--- config.mk ---
export PLATFORM = sky130hd
export DESIGN_NAME = rf_wb_arbiter
export DESIGN_NICKNAME = d
export VERILOG_FILES = /design/src/rtl/rv32i_pkg.sv /design/src/rtl/wb_rr_arb.sv /design/src/rtl/rf_wb_arbiter.sv
export SDC_FILE = /design/constraint.sdc
export NUM_CORES = 1
export LEC_CHECK = 0
export CORE_UTILIZATION = 42
export DETAILED_ROUTE_END_ITERATION = 6
export PLACE_DENSITY = 0.82
export SETUP_SLACK_MARGIN = 0.15
export SKIP_CTS_REPAIR_TIMING = 1
export SLEW_MARGIN = 5
export SYNTH_ARGS = -nofsm -noshare
export SYNTH_HDL_FRONTEND = slang
export SYNTH_HIERARCHICAL = 1
export SYNTH_SLANG_ARGS = --single-unit
--- constraint.sdc ---
create_clock -name clk -period 2 [get_ports clk]
set_input_delay 0.4 -clock clk [delete_from_list [all_inputs] [get_ports clk]]
set_output_delay 0.4 -clock clk [all_outputs]
set_load 0.03 [all_outputs]
--- src/rtl/rv32i_pkg.sv ---
`default_nettype none
// ============================================================================
// Module      : rv32i_pkg
// Description : Shared register-file types and sizes for the RV32I core.
// Revision    : 1.0 - initial release
// ============================================================================
package rv32i_pkg;

    localparam int XLEN  = 32;
    localparam int NREGS = 32;
    localparam int AW    = $clog2(NREGS);

    typedef logic [AW-1:0] regaddr_t;

    typedef enum logic {
        WB_ALU = 1'b0,
        WB_LSU = 1'b1
    } wb_src_e;

endpackage : rv32i_pkg
`default_nettype wire

--- src/rtl/wb_rr_arb.sv ---
`default_nettype none
// ============================================================================
// Module      : wb_rr_arb
// Description : Two-requester round-robin arbiter. req[0]=ALU, req[1]=LSU.
// Revision    : 1.0 - initial release
// ============================================================================
module wb_rr_arb
    import rv32i_pkg::*;
(
    input  logic       clk,
    input  logic       reset,
    input  logic [1:0] req,
    output logic [1:0] gnt
);

    wb_src_e r_last_grant;

    always_comb begin
        gnt = 2'b00;
        if (reset) begin
            case (req)
                2'b01:   gnt = 2'b01;
                2'b10:   gnt = 2'b10;
                // Under contention the side that did not win last time goes first.
                2'b11:   gnt = (r_last_grant == WB_LSU) ? 2'b01 : 2'b10;
                default: gnt = 2'b00;
            endcase
        end
    end

    always_ff @(posedge clk) begin
        if (!reset) begin
            r_last_grant <= WB_ALU;
        end else if (|gnt) begin
            r_last_grant <= gnt[1] ? WB_LSU : WB_ALU;
        end
    end

endmodule : wb_rr_arb
`default_nettype wire

--- src/rtl/rf_wb_arbiter.sv ---
`default_nettype none
// ============================================================================
// Module      : rf_wb_arbiter
// Description : Shares the regfile write port between ALU and LSU writeback,
//               tracks in-flight loads and flags decode RAW/WAW hazards.
//               Optional macro RF_WB_BYPASS_EN adds write-stage bypass ports.
// Revision    : 1.0 - initial release
// ============================================================================
module rf_wb_arbiter
    import rv32i_pkg::*;
#(
    parameter int XLEN_P  = XLEN,
    parameter int NREGS_P = NREGS,
    parameter int AW_P    = $clog2(NREGS_P)
) (
    input  logic              clk,
    input  logic              reset,
    input  logic              alu_valid,
    output logic              alu_ready,
    input  logic [AW_P-1:0]   alu_rd,
    input  logic [XLEN_P-1:0] alu_data,
    input  logic              lsu_valid,
    output logic              lsu_ready,
    input  logic [AW_P-1:0]   lsu_rd,
    input  logic [XLEN_P-1:0] lsu_data,
    input  logic              ld_issue,
    input  logic [AW_P-1:0]   ld_issue_rd,
    input  logic [AW_P-1:0]   dec_rs1,
    input  logic [AW_P-1:0]   dec_rs2,
    input  logic [AW_P-1:0]   dec_rd,
    input  logic              dec_rs1_en,
    input  logic              dec_rs2_en,
    input  logic              dec_rd_en,
    output logic              hazard,
    output logic [AW_P-1:0]   rf_rd,
    output logic              rf_rd_en,
    output logic [XLEN_P-1:0] rf_rd_data
`ifdef RF_WB_BYPASS_EN
    ,
    output logic              byp_rs1_hit,
    output logic              byp_rs2_hit,
    output logic [XLEN_P-1:0] byp_data
`endif
);

    localparam logic [AW_P-1:0] c_x0 = '0;

    logic [1:0]        w_req;
    logic [1:0]        w_gnt;
    logic [AW_P-1:0]   w_acc_rd;
    logic [XLEN_P-1:0] w_acc_data;
    wb_src_e           w_acc_src;

    logic              r_wb_en;
    logic [AW_P-1:0]   r_wb_rd;
    logic [XLEN_P-1:0] r_wb_data;
    wb_src_e           r_wb_src;

    logic [NREGS_P-1:0] r_busy;
    logic [NREGS_P-1:0] w_busy_nxt;
    logic               w_busy_set;
    logic               w_busy_clr;
    logic               w_sb_hazard;

    assign w_req = {lsu_valid, alu_valid};

    wb_rr_arb u_arb (
        .clk   (clk),
        .reset (reset),
        .req   (w_req),
        .gnt   (w_gnt)
    );

    assign alu_ready = w_gnt[0];
    assign lsu_ready = w_gnt[1];

    always_comb begin
        w_acc_rd   = alu_rd;
        w_acc_data = alu_data;
        w_acc_src  = WB_ALU;
        if (w_gnt[1]) begin
            w_acc_rd   = lsu_rd;
            w_acc_data = lsu_data;
            w_acc_src  = WB_LSU;
        end
    end

    // Writes to x0 are accepted but never reach the regfile.
    always_ff @(posedge clk) begin
        if (!reset) begin
            r_wb_en   <= 1'b0;
            r_wb_rd   <= '0;
            r_wb_data <= '0;
            r_wb_src  <= WB_ALU;
        end else begin
            r_wb_en <= (|w_gnt) && (w_acc_rd != c_x0);
            if (|w_gnt) begin
                r_wb_rd   <= w_acc_rd;
                r_wb_data <= w_acc_data;
                r_wb_src  <= w_acc_src;
            end
        end
    end

    assign rf_rd_en   = r_wb_en;
    assign rf_rd      = r_wb_rd;
    assign rf_rd_data = r_wb_data;

    assign w_busy_clr = r_wb_en && (r_wb_src == WB_LSU);
    assign w_busy_set = ld_issue && (ld_issue_rd != c_x0);

    // Set is applied after clear so a same-index collision keeps the bit.
    always_comb begin
        w_busy_nxt = r_busy;
        if (w_busy_clr) begin
            w_busy_nxt[r_wb_rd] = 1'b0;
        end
        if (w_busy_set) begin
            w_busy_nxt[ld_issue_rd] = 1'b1;
        end
    end

    always_ff @(posedge clk) begin
        if (!reset) begin
            r_busy <= '0;
        end else begin
            r_busy <= w_busy_nxt;
        end
    end

    assign w_sb_hazard = (dec_rs1_en && (dec_rs1 != c_x0) && r_busy[dec_rs1])
                       | (dec_rs2_en && (dec_rs2 != c_x0) && r_busy[dec_rs2])
                       | (dec_rd_en  && (dec_rd  != c_x0) && r_busy[dec_rd]);

`ifdef RF_WB_BYPASS_EN
    assign byp_rs1_hit = r_wb_en && dec_rs1_en && (dec_rs1 != c_x0) && (r_wb_rd == dec_rs1);
    assign byp_rs2_hit = r_wb_en && dec_rs2_en && (dec_rs2 != c_x0) && (r_wb_rd == dec_rs2);
    assign byp_data    = r_wb_data;
    assign hazard      = w_sb_hazard;
`else
    logic w_wb_hazard;

    // Without bypass, decode waits until the staged write has committed.
    assign w_wb_hazard = r_wb_en && (r_wb_rd != c_x0)
                       && ((dec_rs1_en && (dec_rs1 == r_wb_rd))
                        || (dec_rs2_en && (dec_rs2 == r_wb_rd)));
    assign hazard = w_sb_hazard | w_wb_hazard;
`endif

`ifndef SYNTHESIS
    a_ld_issue_not_busy : assert property (@(posedge clk) disable iff (!reset)
        w_busy_set |-> (!r_busy[ld_issue_rd] || (w_busy_clr && (r_wb_rd == ld_issue_rd))));
`endif

endmodule : rf_wb_arbiter
`default_nettype wire

==> results.md, run 1 <==
Outcome:
- The run finished, with violations left.
- The checks that failed: negative setup slack.

Routing:
- The average routed wire per standard cell is 17.2 um.
- For this run, design rule violations remaining after detail routing come to 0.
- The sum of routed wire length over all layers is 13.8 mm.
- The average vias per placed instance is 5.46.
- For this run, the detailed router's first-pass iteration total came to 4.
- The first routing iteration left 226 violations.
- Detailed routing inserted a total of about 4,400 vias.
- The count of nets left with antenna violations once routing finished came out at 0.

STA:
- The hold slack is 0.418 ns.
- Setup slack on the critical path of the routed design comes to -0.532 ns.
- The largest clock skew in the final design is 0.0105 ns.
- For the pin with the worst max-slew slack, the measured transition is approximately 0.52 ns.
- The post-layout minimum cycle time is 2.53 ns.
- The total negative setup slack is -0.532 ns.
- The post-route clock period utilization is 127%.
- Setup violations remaining at the end of the flow were counted as 1.
- The number of pins with negative max-slew slack in the final report is 0.
- Setup repair after global routing could not meet its margin everywhere.
- The total count of hold-check failures in the final report came to 0.
- The worst relative slew slack is 65.3%.
- The highest clock rate is 395 MHz.

Clock network:
- The clock reaches the later pin of the worst-skew pair after 0.36 ns.
- TritonCTS created 9 clock buffers.
- The clock passes through at most 2 buffers.
- Clock-pin slew was measured on the worst setup and hold paths at about 0.080 ns.
- The clock sink total is 71.
- Clock tree synthesis selected as its root buffer the cell sky130_fd_sc_hd__clkbuf_8.
- TritonCTS built the clock tree.
- The total number of H-tree levels is 3.

Floorplanning:
- The initial core utilization is 43.2%.
- The floorplan has 36 rows.
- The die area is 10,400 sq um.
- The core area is between 9000 and 10,000 sq um.
- The number of I/O pins is 143.
- The die is roughly 100 um wide.
- From bottom edge to top edge, the die measures 102 um.

Critical path:
- The signal on the critical path passes through mux4_4, o211a_1, nor4_1, nand4_1, buf_6.
- The worst path arrival time is 2.13 ns.
- The largest stage delay on the critical path is 0.59 ns.
- Counting cells, the worst reg-to-reg path comes to 4.
- In this run the worst path has a maximum fanout of 4.
- The required time of the worst setup path is 1.60 ns.
- The largest individual stage delay along the critical path comes from the cell sky130_fd_sc_hd__mux4_4.
- The endpoint kind of the worst setup timing path is a primary output.
- The critical path is of the reg2out type.
- The worst setup path is launched from a flip-flop.

Pwr:
- The internal power is approximately 2.8 mW.
- Combinational cells account for approximately 25% of the total power.
- Net switching is 27.4% of the power.
- Summed over all nets, the switching power comes to around 1.0 mW.
- The sequential power share is 40.0%.
- The design draws between 3 and 4 mW.
- Of the total power, the clock network draws 35.1%.
- The static power due to leakage is approximately 2.6 nW.
- The power per unit of standard cell area is approximately 580 nW/um^2.
- The maximum vdd drop is between 0.0006 and 0.0007 V.

Logic synthesis:
- In the post-synthesis netlist, the cell with the most instances is sky130_fd_sc_hd__nand2_1.
- The top-area cell type share of the netlist area is 33.8%.
- The synthesis-stage register bit count is 71.
- After synthesis, the cell types taking the most area are sky130_fd_sc_hd__dfxtp_1 34%, sky130_fd_sc_hd__mux2i_1 10%, sky130_fd_sc_hd__mux4_2 9.1%, sky130_fd_sc_hd__o21ai_0 8.8%, sky130_fd_sc_hd__nand2_1 7.1%.
- Counting every net in the synthesized netlist gives a little under 600.
- The number of distinct library cells after synthesis is between 40 and 50.
- Yosys printed 6 warnings.
- The share of flip-flops with an asynchronous set or reset is 0%.
- The synthesized area divided by synthesized cell count is approximately 8.8 sq um.
- The cell count after synthesis is 479.
- Of all cell types, the one taking the most synthesized area is sky130_fd_sc_hd__dfxtp_1.
- The part of the Yosys area used for sequential elements is 33.8%.
- The mapped netlist covers between 4000 and 5000 sq um.
- The most common flop cell mapped by yosys is sky130_fd_sc_hd__dfxtp_1.
- By count the netlist is led by 80 x sky130_fd_sc_hd__nand2_1, 74 x sky130_fd_sc_hd__o21ai_0, 71 x sky130_fd_sc_hd__dfxtp_1, 44 x sky130_fd_sc_hd__mux2i_1, 38 x sky130_fd_sc_hd__and2_1.
- Yosys mapped a number of flops with a built-in enable equal to 0.

Placed design:
- Prior to clock tree synthesis, the placed netlist has a worst setup slack of -1.34 ns.
- The area after detailed placement is roughly 6100 sq um.
- Routability-driven placement finished with a final weighted congestion of a little over 0.9.
- Port buffering added between 100 and 150 buffers.
- The total placed cells including tap cells is just under 800.
- After legalization and detailed placement, the total HPWL measured about 10 mm.

Layout:
- After the flow finishes, the layout carries non-filler instances totaling about 800.
- The post-layout utilization of the core is 66.9%.
- The number of filler cells placed in the layout is 792.
- The area taken by flip-flops and latches is 1430 sq um.
- The total number of nets in the final design is 767.
- 0 antenna diodes ended up in the layout.
- In the final layout, the multi-input gates occupy 2640 sq um.
- The finished cells cover 6500 sq um.
- In the final layout, the share of cells above drive strength 1 is between 10% and 20%.
- Compared with the post-synthesis result, the final layout area differs by 54.6%.

Global routing:
- The first global-routing pass estimated 21.7 mm of wire.
- The number of antenna violations at the first check in global routing is 0.
- The via count of the first global-routing pass came to 4,384.
- Global routing finished with a remaining overflow of 0.
- The pin count of the biggest net entering global routing is between 40 and 50.
- The total routing resource utilization after global routing is 27.4%.

Worst hold path:
- The type of the most critical hold path is in2reg.
- The worst hold path was traced through 2 stages.

Job:
- The tool flagged a number of max-cap violations equal to 0.
[kinds of logic after synthesis]
logic type      after synthesis  synth area share (%)
simple gates                169                  20.5
compound gates              126                  18.1
flops                        71                  33.8
mux                          65                  21.3
buf+inv                      38                  4.16
xor+xnor                     10                  2.08
[state kept, by name, summed over array words and instances, names as in the netlist]
name	cells
rf_rd_data	32
r_busy	31
u_arb/r_last_grant	1
r_wb_src	1
rf_rd	5
rf_rd_en	1
[cells in the final DEF (no fill, tap or decap), drive strengths merged, types with 3 or more instances in the layout]
cell	netlist	layout
a211oi	3	3
a21boi	31	31
a21oi	4	4
and2	38	38
and3	3	3
and3b	3	3
buf	13	70
clkbuf	21	14
clkdlybuf4s50	0	122
dfxtp	71	71
dlymetal6s2s	0	14
inv	4	4
mux2i	44	44
mux4	19	19
nand2	80	80
nand3	6	6
nand3b	3	3
nor2	9	9
nor2b	5	5
nor3b	5	5
nor4	3	3
o21ai	76	76
xor2	8	8
[worst paths after layout]
check	start	end	slack [ns]
max reg2reg	rf_rd[0]	r_busy[13]	0.39
min reg2reg	r_busy[9]	r_busy[9]	0.52
max	r_busy[13]	hazard	-0.53
min	lsu_valid	u_arb/r_last_grant	0.42
[critical path: cells and delay by family, from the launching register on]
| family | cells | cell delay, ns |
|---|---|---|
| AOI/OAI and AO/OA | 1 | 0.24 |
| buffers and inverters | 1 | 0.16 |
| DFF | 1 | 0.36 |
| muxes | 1 | 0.59 |
| and+or+nand+nor | 2 | 0.42 |
[cell type report]
| type | instances | share of cell area [%] |
|---|---|---|
| inverters | 4 | 0.231 |
| flip-flops and latches | 71 | 21.9 |
| multi-input cells | 370 | 40.6 |
| well taps | 133 | 2.56 |
| clock inverters | 5 | 1.23 |
| clock buffers | 11 | 2.33 |
| repair buffers | 209 | 31.1 |
[routing by layer]
| metal | vias to the layer above | global-route usage (%) | wire length [um] |
|---|---|---|---|
| met4 | 0 | 14.2 | 468 |
| met1 | 2060 | 32.4 | 5290 |
| met5 | - | 0 | 0 |
| li1 | 2081 | - | - |
| met2 | 206 | 45.9 | 6760 |
| met3 | 35 | 6.77 | 1270 |
[power by group through the flow]
stage | clock network [mW] | registers (mW) | logic, mW
after floorplan | 0 | 1.64 | 0.339
after global placement | 0 | 1.55 | 0.900
after detailed placement | 0 | 1.55 | 0.919
after CTS | 1.34 | 1.52 | 0.924
after global routing | 1.40 | 1.52 | 1.02
final | 1.33 | 1.52 | 0.945
No activity file was read; power rests on OpenSTA's default activity.
==> run 2: changes to the inputs <==
--- a/config.mk
+++ b/config.mk
@@ -7,7 +7,7 @@
 export LEC_CHECK = 0
 export CORE_UTILIZATION = 42
 export DETAILED_ROUTE_END_ITERATION = 6
-export PLACE_DENSITY = 0.82
+export PLACE_DENSITY_LB_ADDON = 0.15
 export SETUP_SLACK_MARGIN = 0.15
 export SKIP_CTS_REPAIR_TIMING = 1
 export SLEW_MARGIN = 5
==> run 2 against run 1 <==
  * Non-clock buffer count decreased by 5
  * Via count decreased by 4.0%
  * Count of clock-buffer cells in the layout unchanged
  * Clock skew about the same
  * Critical path type unchanged
  * Critical endpoint unchanged
  * Global-route usage decreased by 2.3 points
  * Register-to-register slack improved by 0.04 ns
  * Sequential share of layout area increased by 0.22 points
  * Wire length decreased by 7.0%
  * The run still ends with negative setup slack left
==> results.md, run 2 (same netlist as run 1, synthesis figures left out) <==
Floorplanning:
- The horizontal extent of the die is 102 um (unchanged).
- The initial core utilization is 43.2% (unchanged).
- The die area came to 10,400 sq um (unchanged).
- The number of I/O pins came to 143 (unchanged).
- The core area is 9730 sq um (unchanged).
- The die extent in y is 102 um (unchanged).
- The row count is 36 (unchanged).

Outcome:
- The flow ran to the end, but the final reports show violations.
- The final reports fail on negative setup slack.

Clock network:
- The total CTS buffers was 9 (unchanged).
- The source-to-sink clock delay at the later pin of the worst-skew pair is 0.35 ns (about the same).
- The clock sink total is 71 (unchanged).
- The CTS tree is yes.
- The total number of H-tree levels is 3 (unchanged).
- The tree is rooted in a sky130_fd_sc_hd__clkbuf_8.
- The clock slew seen by the registers of the worst setup and hold paths came to 0.08 ns (about the same).
- The buffer levels on the longest clock path is 2 (unchanged).

Layout:
- The library cell used most frequently in the layout, excluding fill and tap cells, is sky130_fd_sc_hd__clkdlybuf4s50_1.
- The antenna diode instance count is 0 (unchanged).
- The total number of nets in the final design is 762 (-0.65%).
- The post-layout utilization of the core is 66.2% (-0.66 points).
- The number of filler cells placed in the layout came to 835 (+5.4%).
- The top cell types in the final layout, fill and taps aside, are 125 x sky130_fd_sc_hd__clkdlybuf4s50_1, 80 x sky130_fd_sc_hd__nand2_1, 73 x sky130_fd_sc_hd__o21ai_0, 67 x sky130_fd_sc_hd__dfxtp_1, 59 x sky130_fd_sc_hd__buf_4.
- The share of cells above drive strength 1 is 17.7% (-0.61 points).
- Relative to the synthesized area, the layout overhead comes to 53.1%.
- The flip-flop count of the largest register after layout is 32 (unchanged).

STA:
- The setup violation total in the final timing report is 1 (unchanged).
- Setup repair after global routing could not meet its margin everywhere.
- The post-route clock period utilization is 127% (+0.72 points).
- The post-layout minimum cycle time was 2.55 ns (+0.0144 ns).
- The total negative setup slack came to -0.547 ns (-0.0144 ns).
- The highest clock rate is 393 MHz (-0.56%).
- The number of pins with negative max-slew slack in the final report is 0 (unchanged).
- The worst relative slew slack is 61.5% (-3.8 points).
- The total count of hold-check failures in the final report came to 0 (unchanged).
- The largest clock skew in the final design is 0.0106 ns (+0.0000929 ns).
- The post-route worst setup slack came to -0.547 ns (-0.0144 ns).
- The transition time of the tightest slew-check pin came to 0.578 ns (+0.0585 ns).

Global routing:
- The total routing resource utilization after global routing was 25.1% (-2.3 points).
- The number of antenna violations at the first check in global routing came to 0 (unchanged).
- The pin count of the biggest net entering global routing is 72 (+50%).
- The total grt overflow is 0 (unchanged).
- The via count of the first global-routing pass is 4,090 (-6.7%).
- The global-route wire length before repair is 20.1 mm (-7.3%).

Placed design:
- The post-detailed-placement half-perimeter wirelength came to 9.67 mm (-7.5%).
- The global placement routability congestion was 0.965 (+3.5%).
- The worst setup timing slack at the placement stage is -1.34 ns (+0.00377 ns).
- The number of buffers added on ports came to 142 (unchanged).

Routing:
- The sum of routed wire length over all layers is 12.8 mm (-7.0%).
- The number of search-and-repair iterations in the first detailed-routing pass is 4 (unchanged).
- The via count of the routed design was 4,208 (-4.0%).
- The detailed router's first-iteration violation count is 262 (+16%).
- The average routed wire per standard cell is 16.1 um (-6.4%).
- The average vias per placed instance is 5.27 (-3.4%).
- The number of design rule violations left after detail routing is 0 (unchanged).
- The remaining antenna violation count after routing is 0 (unchanged).

Critical path:
- The largest stage delay on the critical path is 0.59 ns (about the same).
- The endpoint kind of the worst setup timing path is a primary output.
- The worst setup path is launched from a flip-flop.
- The required time of the worst setup path is 1.60 ns (about the same).
- The origin of the critical flop-to-flop path is rf_rd[1].
- The buffer and inverter count on the worst path is 1 (unchanged).
- Tracing the worst setup path back leads to its startpoint at r_busy[15].
- The worst path arrival time was 2.15 ns (+0.02 ns).
- The largest fanout of any net on the critical path is 4 (unchanged).
- On the critical path the largest part of the delay comes from multiplexers.
- The worst setup path is of the reg2out kind.
- The standard cell with the maximum stage delay on the critical path is sky130_fd_sc_hd__mux4_4.
- The critical path goes through mux4_4, o211a_1, nor4_2, nand4_1, buf_6.

Pwr:
- The static power due to leakage came to 2.56 nW (-1.8%).
- The maximum vdd drop is 0.000361 V (-46%).
- The post-route total power is 3.74 mW (-1.3%).
- The power per unit of standard cell area is 581 nW/um^2 (-0.33%).

Job:
- The max capacitance violation total is 0 (unchanged).

Worst hold path:
- The worst hold path begins at r_busy[13].
- In this run the worst hold path is classified as reg2reg.
-- run 2: stage by stage --
| stage | hold slack (ns) | area [sq um] | std cells |
|---|---|---|---|
| final | 0.522 | 6440 | 798 |
| after CTS | 0.538 | 6350 | 796 |
| after detailed placement | 0.520 | 6120 | 780 |
| after floorplan | 0.472 | 4230 | 479 |
| after global placement | 0.501 | 6120 | 780 |
| after global routing | 0.552 | 6440 | 798 |
-- run 2: final timing paths --
path	endpoint	depth (start not counted)	slack (ns)
worst max-delay path	hazard	5	-0.55
worst min register to register	r_busy[13]	2	0.52
worst min-delay path	r_busy[13]	2	0.52
worst max register to register	r_busy[21]	5	0.43
-- run 2: final cells by class --
| class | instances | area [sq um] | share of cell area [%] |
|---|---|---|---|
| Multi-Input combinational cell | 370 | 2660 | 41.2 |
| Tap cell | 133 | 166 | 2.58 |
| Inverter | 4 | 15.0 | 0.233 |
| Clock inverter | 5 | 80.1 | 1.24 |
| Sequential cell | 71 | 1430 | 22.1 |
| Timing Repair Buffer | 204 | 1950 | 30.2 |
| Clock buffer | 11 | 151 | 2.35 |
-- run 2: per-layer routing --
metal	global-route usage (%)	share of wire, %	vias up
met3	5.95	8.0	21
li1	-	-	2067
met5	0	0	-
met2	40.1	48	180
met1	31.8	42	1940
met4	12.4	2.1	0
-- run 2: where the power goes --
part	switching (mW)	leakage (nW)	internal [mW]
logic	0.411	1.87	0.495
clock network	0.552	0.112	0.768
registers	0.0436	0.581	1.48
-- run 2: worst reg2reg max path, delay by kind of cell, from the launching register on --
| family | cells | cell delay, ns |
|---|---|---|
| compound gates | 2 | 0.41 |
| simple gates | 1 | 0.42 |
| flops | 1 | 0.34 |
| buf+inv | 2 | 0.28 |
